$ cat config.mk
export PLATFORM = sky130hd
export DESIGN_NAME = mux_select_sequencer
export DESIGN_NICKNAME = d
export VERILOG_FILES = /design/src/rtl/mux_select_sequencer_pkg.sv /design/src/rtl/mux_select_sequencer_rate_divider.sv /design/src/rtl/mux_select_sequencer.sv
export SDC_FILE = /design/constraint.sdc
export NUM_CORES = 1
export LEC_CHECK = 0
export ABC_AREA = 1
export CAP_MARGIN = 20
export CORE_UTILIZATION = 63
export DETAILED_ROUTE_END_ITERATION = 12
export PLACE_DENSITY = 0.92
export SLEW_MARGIN = 5
export SYNTH_ARGS = -nofsm -noshare
export SYNTH_HDL_FRONTEND = slang
export SYNTH_SLANG_ARGS = --single-unit
$ cat constraint.sdc
create_clock -name clock -period 3.4 [get_ports clock]
set_input_delay 0.68 -clock clock [delete_from_list [all_inputs] [get_ports clock]]
set_output_delay 0.68 -clock clock [all_outputs]
set_load 0.005 [all_outputs]
$ cat src/rtl/mux_select_sequencer_pkg.sv
// Shared constants for the mux7to1 select sequencer.
//   SEQ_NUM_INPUTS : number of mux inputs scanned (select range 0..SEQ_NUM_INPUTS-1)
//   SEL_WIDTH      : width of the MuxSelect code
//   SEQ_DIV_MAX    : default rate-divider reload (1 Hz step at 50 MHz)
//   SEQ_DIV_WIDTH  : default rate-divider counter width
//   IDLE/RUN/DONE  : sequencer state encodings
package mux_select_sequencer_pkg;

   localparam int unsigned SEQ_NUM_INPUTS = 7;
   localparam int unsigned SEL_WIDTH      = 3;
   localparam int unsigned SEQ_DIV_MAX    = 49999999;
   localparam int unsigned SEQ_DIV_WIDTH  = 26;
   localparam int unsigned STATE_WIDTH    = 2;

   localparam logic [STATE_WIDTH-1:0] IDLE = 2'd0;
   localparam logic [STATE_WIDTH-1:0] RUN  = 2'd1;
   localparam logic [STATE_WIDTH-1:0] DONE = 2'd2;

endpackage

$ cat src/rtl/mux_select_sequencer_rate_divider.sv
// Down-counting rate divider: flags one cycle in every DIV_MAX+1 enabled clocks.
//   clock, reset : clock and asynchronous active-high reset (counter -> DIV_MAX)
//   enable       : count down one per clock
//   load         : hold the counter at DIV_MAX (takes priority over enable)
//   tick_c       : combinational terminal count, high while enabled at zero
module mux_select_sequencer_rate_divider #(
   parameter int unsigned DIV_MAX   = 3,
   parameter int unsigned DIV_WIDTH = 26
) (
   input  logic clock,
   input  logic reset,
   input  logic enable,
   input  logic load,
   output logic tick_c
);

   localparam logic [DIV_WIDTH-1:0] RELOAD = DIV_WIDTH'(DIV_MAX);

   logic [DIV_WIDTH-1:0] cnt_q;
   logic [DIV_WIDTH-1:0] cnt_d;

   // Left combinational so the sequencer can register tick and step the
   // select on the same edge.
   assign tick_c = enable && (cnt_q == '0);

   // Next count: reload on terminal count so the counter never underflows.
   always_comb begin
      cnt_d = cnt_q;
      if (load) begin
         cnt_d = RELOAD;
      end else if (enable) begin
         if (cnt_q == '0) begin
            cnt_d = RELOAD;
         end else begin
            cnt_d = cnt_q - DIV_WIDTH'(1);
         end
      end
   end

   always_ff @(posedge clock or posedge reset) begin
      if (reset) begin
         cnt_q <= RELOAD;
      end else begin
         cnt_q <= cnt_d;
      end
   end

endmodule

$ cat src/rtl/mux_select_sequencer.sv
// Select sequencer for mux7to1: steps MuxSelect through 0..NUM_INPUTS-1 at a
// programmable rate, either once (done pulse at the end) or wrapping forever.
// Optional macro SEQ_PAUSE_EN adds a pause input that freezes a running pass.
//   clock, reset : clock and asynchronous active-high reset
//   start        : level, starts a pass when sampled in IDLE
//   continuous   : 1 = wrap to 0 at the last input, 0 = stop after one pass
//   pause        : (SEQ_PAUSE_EN only) freeze divider and select while in RUN
//   MuxSelect    : select code to mux7to1
//   tick         : one-clock pulse on each select step
//   busy         : high while in RUN
//   done         : one-clock pulse when a single pass completes
module mux_select_sequencer
   import mux_select_sequencer_pkg::*;
#(
   parameter int unsigned DIV_MAX    = SEQ_DIV_MAX,
   parameter int unsigned DIV_WIDTH  = SEQ_DIV_WIDTH,
   parameter int unsigned NUM_INPUTS = SEQ_NUM_INPUTS
) (
   input  logic                 clock,
   input  logic                 reset,
   input  logic                 start,
   input  logic                 continuous,
`ifdef SEQ_PAUSE_EN
   input  logic                 pause,
`endif
   output logic [SEL_WIDTH-1:0] MuxSelect,
   output logic                 tick,
   output logic                 busy,
   output logic                 done
);

   localparam logic [SEL_WIDTH-1:0] LAST_SEL = SEL_WIDTH'(NUM_INPUTS - 1);

   logic [STATE_WIDTH-1:0] state_q, state_d;
   logic [SEL_WIDTH-1:0]   sel_q, sel_d;
   logic                   tick_q, tick_d;
   logic                   busy_q, busy_d;
   logic                   done_q, done_d;

   logic div_enable_c;
   logic div_load_c;
   logic div_tick_c;

   // Divider only runs in RUN; elsewhere it is parked at DIV_MAX so every
   // pass starts with a full DIV_MAX+1 period on select 0.
`ifdef SEQ_PAUSE_EN
   assign div_enable_c = (state_q == RUN) && !pause;
`else
   assign div_enable_c = (state_q == RUN);
`endif
   assign div_load_c = (state_q != RUN);

   mux_select_sequencer_rate_divider #(
      .DIV_MAX   (DIV_MAX),
      .DIV_WIDTH (DIV_WIDTH)
   ) u_rate_divider (
      .clock  (clock),
      .reset  (reset),
      .enable (div_enable_c),
      .load   (div_load_c),
      .tick_c (div_tick_c)
   );

   // Next state, select and registered status outputs.
   always_comb begin
      state_d = state_q;
      sel_d   = sel_q;
      tick_d  = 1'b0;

      case (state_q)
         IDLE: begin
            sel_d = '0;
            if (start) begin
               state_d = RUN;
            end
         end
         RUN: begin
            if (div_tick_c) begin
               tick_d = 1'b1;
               if (sel_q == LAST_SEL) begin
                  // continuous only matters here, at the wrap point
                  if (continuous) begin
                     sel_d = '0;
                  end else begin
                     state_d = DONE;
                  end
               end else begin
                  sel_d = sel_q + SEL_WIDTH'(1);
               end
            end
         end
         DONE: begin
            sel_d   = '0;
            state_d = IDLE;
         end
         default: begin
            sel_d   = '0;
            state_d = IDLE;
         end
      endcase

      busy_d = (state_d == RUN);
      done_d = (state_d == DONE);
   end

   always_ff @(posedge clock or posedge reset) begin
      if (reset) begin
         state_q <= IDLE;
         sel_q   <= '0;
         tick_q  <= 1'b0;
         busy_q  <= 1'b0;
         done_q  <= 1'b0;
      end else begin
         state_q <= state_d;
         sel_q   <= sel_d;
         tick_q  <= tick_d;
         busy_q  <= busy_d;
         done_q  <= done_d;
      end
   end

   assign MuxSelect = sel_q;
   assign tick      = tick_q;
   assign busy      = busy_q;
   assign done      = done_q;

endmodule
==> run_results.csv <==
group,metric,value,unit
finish,final-seq-area,873,sq um
synth,postSynthCellCount,236,
worst_setup_path,critical-path-slowest-cell,"sky130_fd_sc_hd__clkdlybuf4s50_1",
drt,postRouteAntennaNets,0,
floorplan,die_h,57.3,microns
timing,timing.final.setup_violations,0,
hold_path,hold-path-endpoint,"u_rate_divider.cnt_q[0]",
finish,multiInputGateArea,925,sq um
drt,drc,0,
global_route,grt_antenna_before_repair,0,
global_route,grt_first_pass_wirelength,6810,microns
clock_tree,clk_pin_slew,100,ps
global_route,grt.total_usage,0.282,
finish,fin_util,0.753,
timing,totalNegativeSetupSlack,0,ps
clock_tree,ctsRootBufferMaster,"sky130_fd_sc_hd__clkbuf_4",
worst_setup_path,regToRegStartpoint,"u_rate_divider.cnt_q[0]",
synth,number_of_flip_flops_and_latches_in_the_synthesized_netlist,34,
hold_path,min-delay-path-class,"reg -> reg",
timing,layout_min_cycle_time,2050,ps
timing,slew-limit-headroom,0.774,
global_route,globalRoute.totalOverflow,0,
hold_path,worst_hold_startpoint,"u_rate_divider.cnt_q[0]",
clock_tree,tritoncts,"built",
synth,synth_cell_type_count,29,
worst_setup_path,worst_path_largest_cell_delay,560,ps
floorplan,io-pin-count,10,
synth,synthesis.yosys.warnings,0,
global_route,number_of_global_route_vias_before_repair,1574,
clock_tree,number_of_clock_sinks_seen_by_cts,34,
worst_setup_path,cp-start-kind,"flip-flop",
drt,wire_per_inst,14.3,microns
clock_tree,tritoncts.num_buffers,5,
worst_setup_path,register_to_register_path_setup_slack,1680,ps
power,vdd.ir_drop.worst,345,uV
worst_setup_path,worstPathRequired,2720,ps
timing,fmax,488,MHz
placed_design,placement.cell_area,2040,sq um
worst_setup_path,cp_data_arrival_time,1370,ps
finish,area_growth_syn_to_layout,10.7,%
drt,routed_wl,4080,microns
clock_tree,cts_hold_buf,0,
finish,nNetsFinal,259,
synth,postSynthAreaPerCell,8.15,sq um
placed_design,placement.io_buffers,9,
finish,fillers,211,
worst_setup_path,worstPathBufferInverterCount,1,
clock_tree,max-clock-path-buffers,2,
worst_setup_path,worst_setup_path_end_kind,"output port",
synth,seq_area_frac_synth,0.454,
floorplan,die_x,57.3,microns
clock_tree,post-cts-setup-buffer-count,0,
timing,least_margin_pin_slew,338,ps
timing,pins_over_slew_limit,0,
timing,grt_setup_unrepaired,"no",
clock_tree,post_cts.resized_instances,0,
clock_tree,max_h_tree_level,2,
placed_design,hpwlAfterDp,2940,microns
worst_setup_path,r2r_path_end,"u_rate_divider.cnt_q[22]",
placed_design,dpl_worst_slack,1370,ps
placed_design,gp_routability_congestion,0.827,
floorplan,fp.dieArea,3280,sq um
synth,synth_fp_nets,242,
timing,finalCritPeriodShare,0.603,
worst_setup_path,crit_family,"buffers and inverters",
drt,viasPerCell,5.44,
job,maxCapViolations,0,
worst_setup_path,critical_path_class,"reg -> out",
finish,fin_area,2130,sq um
global_route,grt_max_degree,26,
power,total_leakage_power,1.01,nW
synth,post_synthesis_cell_area,1920,sq um
timing,finalClockSkew,9.36,ps
clock_tree,clk-insertion-delay-late,340,ps
hold_path,min_path_cells,1,
finish,insertedDiodeCount,0,
timing,layout_setup_ws,1350,ps
worst_setup_path,worstPathMaxFanout,6,
floorplan,starting_density_of_the_core,0.680,
run_status,status,"complete, no violations",
floorplan,design.core.area,2830,sq um
floorplan,rows,19,
finish,layout-drive-gt1-share,0.248,
timing,hold_violations,0,
power,power_per_cell_area,490,nW/um^2
worst_setup_path,cells_along_the_critical_path,"clkdlybuf4s50_1",
drt,route.vias.total,1550,
drt,drt-initial-drc-count,71,
drt,drt_pre_antenna_iters,4,
worst_setup_path,reg2regPathDepth,8,
[placed cells by master, fill, tap and decap left out, types with 2 or more instances in the layout]
cell type / count
sky130_fd_sc_hd__nand2_1: 47
sky130_fd_sc_hd__nand3b_1: 4
sky130_fd_sc_hd__nor2_2: 12
sky130_fd_sc_hd__dfrtp_1: 16
sky130_fd_sc_hd__clkbuf_4: 5
sky130_fd_sc_hd__inv_2: 2
sky130_fd_sc_hd__buf_4: 2
sky130_fd_sc_hd__nand2_4: 2
sky130_fd_sc_hd__nand2_2: 10
sky130_fd_sc_hd__a31oi_1: 2
sky130_fd_sc_hd__nand3_1: 20
sky130_fd_sc_hd__xor2_1: 7
sky130_fd_sc_hd__dfstp_2: 18
sky130_fd_sc_hd__o21ai_0: 3
sky130_fd_sc_hd__ha_1: 2
sky130_fd_sc_hd__clkdlybuf4s50_1: 9
sky130_fd_sc_hd__nor2_1: 42
sky130_fd_sc_hd__a21oi_1: 3
sky130_fd_sc_hd__nand3_2: 4
sky130_fd_sc_hd__inv_1: 23
sky130_fd_sc_hd__xnor2_1: 4
sky130_fd_sc_hd__nor3_1: 5
[worst max-delay path by stage]
stage                            startpoint                       end  slack (ps)  cells after the start
floorplan           u_rate_divider.cnt_q[0]  u_rate_divider.cnt_q[17]        1950                      9
global placement                      reset   u_rate_divider.cnt_q[4]        1430                      3
detailed placement                    reset   u_rate_divider.cnt_q[6]        1370                      3
CTS                            MuxSelect[0]              MuxSelect[0]        1340                      1
global route                   MuxSelect[0]              MuxSelect[0]        1300                      1
finish                         MuxSelect[0]              MuxSelect[0]        1350                      1
[cell type report]
class / instances / area share
clock buffers: 7 / 0.0259
clock inverters: 1 / 0.00235
inverters: 26 / 0.0470
multi-input cells: 174 / 0.434
flip-flops and latches: 34 / 0.410
well taps: 31 / 0.0182
repair buffers: 12 / 0.0623
[through the flow]
step,hold WS (ps),cells,total power [mW]
6_report,480,285,1.04
5_1_grt,495,285,1.09
4_1_cts,478,284,1.04
3_5_place_dp,453,276,0.803
3_3_place_gp,447,276,0.790
2_1_floorplan,437,236,0.743
[Yosys cell counts (all sizes together)]
| master | count | share of area |
|---|---|---|
| nand2 | 59 | 0.14 |
| nor2 | 56 | 0.14 |
| inv | 26 | 0.052 |
| nand3 | 24 | 0.073 |
| dfstp | 18 | 0.25 |
| dfrtp | 16 | 0.21 |
| xor2 | 7 | 0.032 |
| nor3 | 6 | 0.018 |
| nand3b | 5 | 0.021 |
| o21ai | 4 | 0.010 |
| xnor2 | 4 | 0.018 |
| a21oi | 3 | 0.0078 |
| a31oi | 2 | 0.0065 |
| buf | 2 | 0.014 |
| ha | 2 | 0.013 |
| o21bai | 1 | 0.0039 |
| or2 | 1 | 0.0033 |
[kinds of logic after synthesis]
| kind of cell | share of synthesized area |
|---|---|
| flops | 0.454 |
| compound gates | 0.0286 |
| xor+xnor | 0.0501 |
| buf+inv | 0.0657 |
| simple gates | 0.389 |
| fa+ha+maj | 0.0130 |
[power by group]
part | internal (mW) | switching (mW) | total (mW)
Sequential | 0.489 | 0.0610 | 0.550
Clock | 0.100 | 0.137 | 0.237
Combinational | 0.103 | 0.152 | 0.256
[sequential cells by signal (all words and copies together) (netlist names)]
signal and flops:
tick 1, busy 1, MuxSelect 3, state_q 2, u_rate_divider.cnt_q 26, done 1
[layer usage]
metal  vias up  global-route usage  part of all wire
met5         -                   0                 0
met4         0               0.122             0.034
met3        13              0.0612             0.053
met2        47               0.504              0.51
met1       715               0.325              0.41
li1        775                   -                 -
No activity file was read; power rests on OpenSTA's default activity.
